<file path="src/rtl/street_light_array_ctrl.sv">
// Multi-channel street light controller: per-channel debounced day/night FSM stepped by a prescaled
// sample tick, with timed PWM dimming at night and per-channel force on/off modes.
module street_light_array_ctrl #(
    parameter int N_CH      = 4,
    parameter int TICK_DIV  = 200000,
    parameter int DEB_TICKS = 8,
    parameter int DIM_AFTER = 3600,
    parameter int PWM_BITS  = 4,
    parameter int DIM_DUTY  = 4
) (
    input  logic              clk_in,
    input  logic              reset,
    input  logic [N_CH-1:0]   light_sensor,
    input  logic [2*N_CH-1:0] mode,
    output logic [N_CH-1:0]   street_light,
    output logic [N_CH-1:0]   night,
    output logic [N_CH-1:0]   dimmed,
    output logic              tick
);
    localparam int TW = (TICK_DIV > 1) ? $clog2(TICK_DIV) : 1;
    localparam int DW = (DEB_TICKS > 1) ? $clog2(DEB_TICKS) : 1;
    localparam int NW = (DIM_AFTER > 0) ? $clog2(DIM_AFTER + 1) : 1;
    localparam logic [TW-1:0]     TICK_LAST = TW'(TICK_DIV - 1);
    localparam logic [DW-1:0]     DEB_LAST  = DW'(DEB_TICKS - 1);
    localparam logic [NW-1:0]     TMR_MAX   = NW'(DIM_AFTER);
    localparam logic [PWM_BITS:0] DUTY      = (PWM_BITS + 1)'(DIM_DUTY);

    typedef enum logic [1:0] {DAY, DUSK_WAIT, NIGHT, DAWN_WAIT} state_t;

    logic [TW-1:0]       r_tick_cnt;
    logic                r_tick;
    logic [PWM_BITS-1:0] r_pwm_cnt;
    logic [N_CH-1:0]     r_sync1, r_sync2, r_light, r_dimmed;
    state_t              r_state     [N_CH];
    state_t              w_state_nxt [N_CH];
    logic [DW-1:0]       r_deb       [N_CH];
    logic [DW-1:0]       w_deb_nxt   [N_CH];
    logic [NW-1:0]       r_tmr       [N_CH];
    logic [NW-1:0]       w_tmr_nxt   [N_CH];
    logic [N_CH-1:0]     w_night, w_dim_cond, w_light_nxt;

    always_ff @(posedge clk_in or negedge reset) begin
        if (!reset) begin
            r_tick_cnt <= '0;
            r_tick     <= 1'b0;
            r_pwm_cnt  <= '0;
            r_sync1    <= '0;
            r_sync2    <= '0;
            r_light    <= '0;
            r_dimmed   <= '0;
            for (int i = 0; i < N_CH; i++) begin
                r_state[i] <= DAY;
                r_deb[i]   <= '0;
                r_tmr[i]   <= '0;
            end
        end else begin
            r_tick_cnt <= (r_tick_cnt == TICK_LAST) ? '0 : r_tick_cnt + 1'b1;
            r_tick     <= (r_tick_cnt == TICK_LAST);
            r_pwm_cnt  <= r_pwm_cnt + 1'b1;
            r_sync1    <= light_sensor;
            r_sync2    <= r_sync1;
            r_light    <= w_light_nxt;
            r_dimmed   <= w_dim_cond;
            for (int i = 0; i < N_CH; i++) begin
                r_state[i] <= w_state_nxt[i];
                r_deb[i]   <= w_deb_nxt[i];
                r_tmr[i]   <= w_tmr_nxt[i];
            end
        end
    end

    // Debounce FSMs: state, debounce count and night timer only move on a sample tick.
    always_comb begin
        for (int i = 0; i < N_CH; i++) begin
            w_state_nxt[i] = r_state[i];
            w_deb_nxt[i]   = r_deb[i];
            w_tmr_nxt[i]   = r_tmr[i];
            if (r_tick) begin
                case (r_state[i])
                    DAY: begin
                        if (r_sync2[i]) begin
                            if (DEB_TICKS == 1) begin
                                w_state_nxt[i] = NIGHT;
                            end else begin
                                w_state_nxt[i] = DUSK_WAIT;
                                w_deb_nxt[i]   = DW'(1);
                            end
                        end
                    end
                    DUSK_WAIT: begin
                        if (!r_sync2[i]) begin
                            w_state_nxt[i] = DAY;
                            w_tmr_nxt[i]   = '0;
                        end else if (r_deb[i] == DEB_LAST) begin
                            w_state_nxt[i] = NIGHT;
                        end else begin
                            w_deb_nxt[i] = r_deb[i] + 1'b1;
                        end
                    end
                    NIGHT: begin
                        if (!r_sync2[i]) begin
                            if (DEB_TICKS == 1) begin
                                w_state_nxt[i] = DAY;
                                w_tmr_nxt[i]   = '0;
                            end else begin
                                w_state_nxt[i] = DAWN_WAIT;
                                w_deb_nxt[i]   = DW'(1);
                            end
                        end else if (r_tmr[i] != TMR_MAX) begin
                            w_tmr_nxt[i] = r_tmr[i] + 1'b1;
                        end
                    end
                    DAWN_WAIT: begin
                        if (r_sync2[i]) begin
                            w_state_nxt[i] = NIGHT;
                        end else if (r_deb[i] == DEB_LAST) begin
                            w_state_nxt[i] = DAY;
                            w_tmr_nxt[i]   = '0;
                        end else begin
                            w_deb_nxt[i] = r_deb[i] + 1'b1;
                        end
                    end
                endcase
            end
        end
    end

    // Lamp drive: force modes win; dimming only applies in plain auto mode once the timer saturates.
    always_comb begin
        w_night     = '0;
        w_dim_cond  = '0;
        w_light_nxt = '0;
        for (int i = 0; i < N_CH; i++) begin
            w_night[i]    = (r_state[i] == NIGHT) || (r_state[i] == DAWN_WAIT);
            w_dim_cond[i] = (DIM_AFTER != 0) && (r_tmr[i] == TMR_MAX) &&
                            (mode[2*i +: 2] == 2'b00) && w_night[i];
            case (mode[2*i +: 2])
                2'b01:   w_light_nxt[i] = 1'b0;
                2'b10:   w_light_nxt[i] = 1'b1;
                default: w_light_nxt[i] = w_dim_cond[i] ? ({1'b0, r_pwm_cnt} < DUTY) : w_night[i];
            endcase
        end
    end

    assign street_light = r_light;
    assign night        = w_night;
    assign dimmed       = r_dimmed;
    assign tick         = r_tick;

endmodule

</file>
<file path="config.mk">
export PLATFORM = sky130hd
export DESIGN_NAME = street_light_array_ctrl
export DESIGN_NICKNAME = d
export VERILOG_FILES = /design/src/rtl/street_light_array_ctrl.sv
export SDC_FILE = /design/constraint.sdc
export NUM_CORES = 1
export LEC_CHECK = 0
export ABC_AREA = 1
export CAP_MARGIN = 20
export CELL_PAD_IN_SITES_DETAIL_PLACEMENT = 0
export CELL_PAD_IN_SITES_GLOBAL_PLACEMENT = 1
export CORE_ASPECT_RATIO = 1.4
export CORE_MARGIN = 1
export CORE_UTILIZATION = 50
export CTS_BUF_LIST = sky130_fd_sc_hd__clkbuf_4
export CTS_CLUSTER_SIZE = 25
export DETAILED_ROUTE_END_ITERATION = 8
export GPL_ROUTABILITY_DRIVEN = 0
export PLACE_DENSITY = 0.85
export REMOVE_ABC_BUFFERS = 1
export SKIP_CTS_REPAIR_TIMING = 1
export SLEW_MARGIN = 5
export SYNTH_ARGS = -nofsm -noshare
export SYNTH_HDL_FRONTEND = slang
export SYNTH_SLANG_ARGS = --single-unit
</file>
<file path="constraint.sdc">
create_clock -name clk_in -period 2.9 [get_ports clk_in]
set_input_delay 0.435 -clock clk_in [delete_from_list [all_inputs] [get_ports clk_in]]
set_output_delay 0.435 -clock clk_in [all_outputs]
set_load 0.03 [all_outputs]
</file>
### Word-level counts from Yosys, hierarchy flattened

Index checks and enable logic that the tools add are counted.

| cells by class | value |
|---|---|
| magnitude comparators | 1 |
| equality and inequality tests | 73 |
| add/sub/neg operators | 10 |
| reductions and logical operators | 36 |
| mux-type cells | 85 |

Operator list:

| operator | count |
|---|---|
| $mux 12 | 20 |
| $pmux 12 s3 | 4 |
| $ne 2x2->1 const B | 32 |
| $mux 3 | 20 |
| $add 12x1->12 const B | 4 |
| $eq 12x12->1 const B | 4 |
| $mux 2 | 24 |
| $ne 12x12->1 const B | 4 |
| $pmux 3 s4 | 4 |
| $reduce_and 5->1 | 8 |
| $pmux 2 s4 | 4 |
| $reduce_and 7->1 | 4 |
| $eq 2x2->1 const B | 12 |
| $ne 3x3->1 const B | 8 |
| $add 18x1->18 const B | 1 |
| $eq 18x18->1 const B | 1 |
| $mux 18 | 1 |
| $eq 2x1->1 const B | 8 |
| $logic_not 2->1 | 8 |
| $add 3x1->3 const B | 4 |
| $eq 3x3->1 const B | 4 |
| $reduce_bool 3->1 | 4 |
| $logic_and 1x1->1 | 8 |
| $pmux 1 s2 | 4 |
| other kinds (4) | 10 |

| storage, ports and cells | value |
|---|---|
| output and inout bits | 13 |
| logic and storage cells | 224 |
| flip-flop bits (word level) | 107 |
| input bits | 14 |

### Longest topological paths before layout

| logic depth | value |
|---|---|
| word-level depth | 5 |
| gate-level depth with buffers | 11 |
| depth with buffers taken out | 10 |

### Worst setup path before layout

OpenSTA, ideal clock, no wires.

| path | value |
|---|---|
| path kind | reg2reg |
| from | register r_tmr[12] in the netlist's numbering |
| to | register r_tmr[19] in the netlist's numbering |
| data required time | 2.784 ns |
| stages on the path, launching flop included | 12 |
| setup slack | 1.364 ns |
| arrival time | 1.420 ns |
| library setup time | 0.116 ns |
| cells stage by stage | dfrtp_1 -> inv_1 -> ha_1 -> nand2_1 -> nor2_1 -> nand3_1 -> nand2_1 -> nand2_1 -> nand2_1 -> buf_4 -> nand2_1 -> nand2_1 |

| between the ends | value |
|---|---|
| longest elaborated chain between the ends | 4 |

RTL lines:

| item | RTL line | RTL |
|---|---|---|
| start: declaration | 38 | `logic [NW-1:0] r_tmr [N_CH];` |
| start signal: indexed assignment | 67 | `r_tmr[i] <= w_tmr_nxt[i];` |
| $add 12x1->12 | 110 | `w_tmr_nxt[i] = r_tmr[i] + 1'b1;` |
| $mux 12 | 109 | `end else if (r_tmr[i] != TMR_MAX) begin` |
| $mux 12 | 101 | `if (!r_sync2[i]) begin` |
| $pmux 12 s3 | 79 | `case (r_state[i])` |

Several ways; a longest one is shown, not always the timed one. The select of a mux whose other input is x is not followed.
A chain may end at the register's enable or synchronous reset.

### Final worst setup path

| path | value |
|---|---|
| from | register r_state[0] in the netlist's numbering |
| to | register r_tmr[10] in the netlist's numbering |

| between the ends | value |
|---|---|
| longest elaborated chain between the ends | 3 |

RTL lines:

| item | RTL line | RTL |
|---|---|---|
| start: declaration | 34 | `state_t r_state [N_CH];` |
| start signal: indexed assignment | 65 | `r_state[i] <= w_state_nxt[i];` |
| $eq 2x2->1 or $eq 2x1->1 (tied branches) | 79 |  |
| $ne 2x2->1 (no line) or $reduce_bool 3->1 (tied branches) | -- |  |
| $reduce_and 7->1 (no line) | -- |  |

Several ways; a longest one is shown, not always the timed one.

==> impl_metrics.json <==
{
  "leakagePower_nw": 3.33,
  "syn_area_um2": 6310,
  "clk_path_buf_depth": 2,
  "layout-drive-gt1-share_pct": 3.45,
  "powerDensity_nw_per_um2": 339,
  "ys_types": 32,
  "worstReg2RegStart": "r_state[0]",
  "path_clk_slew_ns": 0.16,
  "worstPathArrival_ns": 2.67,
  "holdWs_ns": 0.373,
  "grt_overflow": 0,
  "numCtsBuffers": 9,
  "start_kind": "register",
  "ys_ff_latch": 107,
  "port_buffers": 26,
  "fin_crit_sh_pct": 80.0,
  "crit_type": "reg2reg",
  "status": "finished clean",
  "grt_pass1_wl_um": 23400,
  "seq_area_frac_synth_pct": 42.4,
  "grt_max_degree": 59,
  "clk_latency_ns": 0.45,
  "hpwl_um": 10100,
  "wire_per_inst_um": 13.0,
  "nNetsFinal": 936,
  "synth_cells": 870,
  "die_h_um": 135,
  "vias": 5463,
  "synthToLayoutAreaGrowth_pct": 8.41,
  "coreArea_um2": 12300,
  "tightest_slew_ns": 0.814,
  "r2r-end": "r_tmr[10]",
  "slew_violations": 0,
  "cts_tree": "built",
  "drt_iter0_markers": 204,
  "cp_max_fo": 13,
  "io_pins": 27,
  "dr.pass1.iters": 4,
  "hold_violations": 0,
  "rsz0062_at_grt": "no",
  "ant_nets": 0,
  "wl_um": 13600,
  "stdcell_area_um2": 6840,
  "cts_sinks": 107,
  "relSlewSlack_pct": 45.6,
  "die_area_um2": 13100,
  "postPlaceCellArea_um2": 6710,
  "cp-end-kind": "register",
  "die_w_um": 97.0,
  "endpoint": "r_tmr[10]",
  "cts-root-buf": "clkbuf_4",
  "route.detailed.drc": 0,
  "yosys_warnings": 0,
  "avgSynthCellArea_um2": 7.25,
  "max_freq_ghz": 0.431,
  "finalPower_mw": 2.32,
  "setup_tns_ns": 0,
  "final_core_util_pct": 55.6,
  "r2r_setup_slack_ns": 0.58,
  "viasPerCell": 5.20,
  "rows": 48,
  "initial_core_util_pct": 51.3,
  "holdCritPathClass": "in2async",
  "cp.required_ns": 3.25,
  "antenna_found_initial": 1,
  "finClkSkew_ns": 0.0157,
  "maxCapViolCount": 0,
  "ir_drop_mv": 0.253,
  "h-tree-depth": 3,
  "finalSetupViolations": 0,
  "track_usage_pct": 21.8,
  "first_global_vias": 5245,
  "reg2reg_depth": 8,
  "startpoint": "r_state[0]",
  "finalCriticalPeriod_ns": 2.32
}
[report_power, final]
part           switching [mW]  internal, mW
clock                   0.459         0.259
sequential            0.00581          1.50
combinational          0.0568        0.0344
total                   0.522          1.79
[sequential cells by signal (all words and copies together) (netlist names), named ones only]
| register | flops |
|---|---|
| r_state | 4 |
| dimmed | 4 |
| tick | 1 |
| r_sync2 | 4 |
| r_tick_cnt | 18 |
| r_sync1 | 4 |
| r_tmr | 48 |
| street_light | 4 |
| r_deb | 12 |
| r_pwm_cnt | 4 |
[synthesized netlist by cell type]
master	instances	area (um2)
nor3_1	12	60.1
o21ai_0	28	140
buf_6	1	11.3
o21a_1	2	15.0
xnor2_1	4	35.0
or2_2	2	12.5
nor2_1	97	364
a21o_2	1	8.76
nand2_2	3	18.8
a21oi_2	1	8.76
buf_4	4	30.0
nand2_4	1	11.3
nor2_2	1	6.26
nand2_1	288	1080
o31ai_1	2	15.0
ha_1	26	325
a32o_1	2	20.0
inv_2	2	7.51
nor4_1	1	6.26
a21oi_1	20	100
clkbuf_1	6	22.5
xor2_1	17	149
nand4_1	28	175
nand3_1	81	405
nor2_4	1	11.3
inv_1	103	387
buf_2	5	25.0
dfrtp_1	107	2680
o21bai_1	9	67.6
nand3b_1	6	45.0
clkinv_4	1	8.76
nor3b_1	8	60.1
[cells by family (layout without fill, tap and decap cells)]
kind of cell | count (synthesis) | in the layout | synth area share (%)
XOR/XNOR | 21 | 21 | 2.91
adder cells (fa/ha/maj) | 26 | 26 | 5.15
buffers and inverters | 122 | 151 | 7.79
AO/OA/AOI/OAI | 65 | 65 | 5.95
AND/OR/NAND/NOR | 529 | 529 | 35.8
flip-flops | 107 | 107 | 42.4
other | 0 | 1 | 0
[cell type report]
| class | instances | area (um2) |
|---|---|---|
| Fill cell | 1243 | 5470 |
| Timing Repair Buffer | 31 | 310 |
| Multi-Input combinational cell | 641 | 3140 |
| Sequential cell | 107 | 2680 |
| Inverter | 106 | 403 |
| Tap cell | 150 | 188 |
| Clock buffer | 10 | 75.1 |
| Clock inverter | 4 | 43.8 |
| Antenna cell | 1 | 2.50 |
[through the flow]
| stage | cells | setup slack, ns |
|---|---|---|
| floorplan | 854 | 0.932 |
| global placement | 1034 | 0.708 |
| detailed placement | 1034 | 0.607 |
| CTS | 1048 | 0.548 |
| global route | 1050 | 0.280 |
| finish | 1050 | 0.579 |
[layout by cell type (no fill, tap or decap), drive strengths merged]
master         count
nand2            292
dfrtp            107
inv              105
nor2              99
nand3             81
nand4             28
o21ai             28
ha                26
clkdlybuf4s50     25
a21oi             21
xor2              17
nor3              12
clkbuf            10
o21bai             9
nor3b              8
nand3b             6
buf                5
xnor2              4
clkinv             4
o31ai              2
or2                2
a32o               2
o21a               2
diode              1
nor4               1
a21o               1
bufinv             1
dlygate4sd3        1
[critical path: stages (launching register included)]
cell and delay, ns:
dfrtp_1 0.43, inv_1 0.12, nand2_1 0.19, o21ai_0 0.13, nand2_1 0.07, nor2_1 0.62
nand2_1 0.44, nand2_1 0.16, nand2_1 0.07
[how the worst min path moves through the flow]
stage | depth (start not counted) | start | end
global route | 2 | reset | r_tmr[20]
detailed placement | 1 | reset | r_tmr[20]
global placement | 1 | reset | r_tmr[20]
finish | 2 | reset | r_tmr[20]
floorplan | 0 | reset | asynchronous set/reset pin
CTS | 1 | reset | r_tmr[20]
[metal layers]
| layer | up-vias | track usage [%] | wire [um] |
|---|---|---|---|
| met3 | 15 | 4.24 | 267 |
| met1 | 2574 | 25.7 | 6060 |
| met5 | - | 0 | 0 |
| li1 | 2832 | - | - |
| met4 | 0 | 6.22 | 169 |
| met2 | 42 | 40.1 | 7130 |
(Power assumes the default switching activity.)
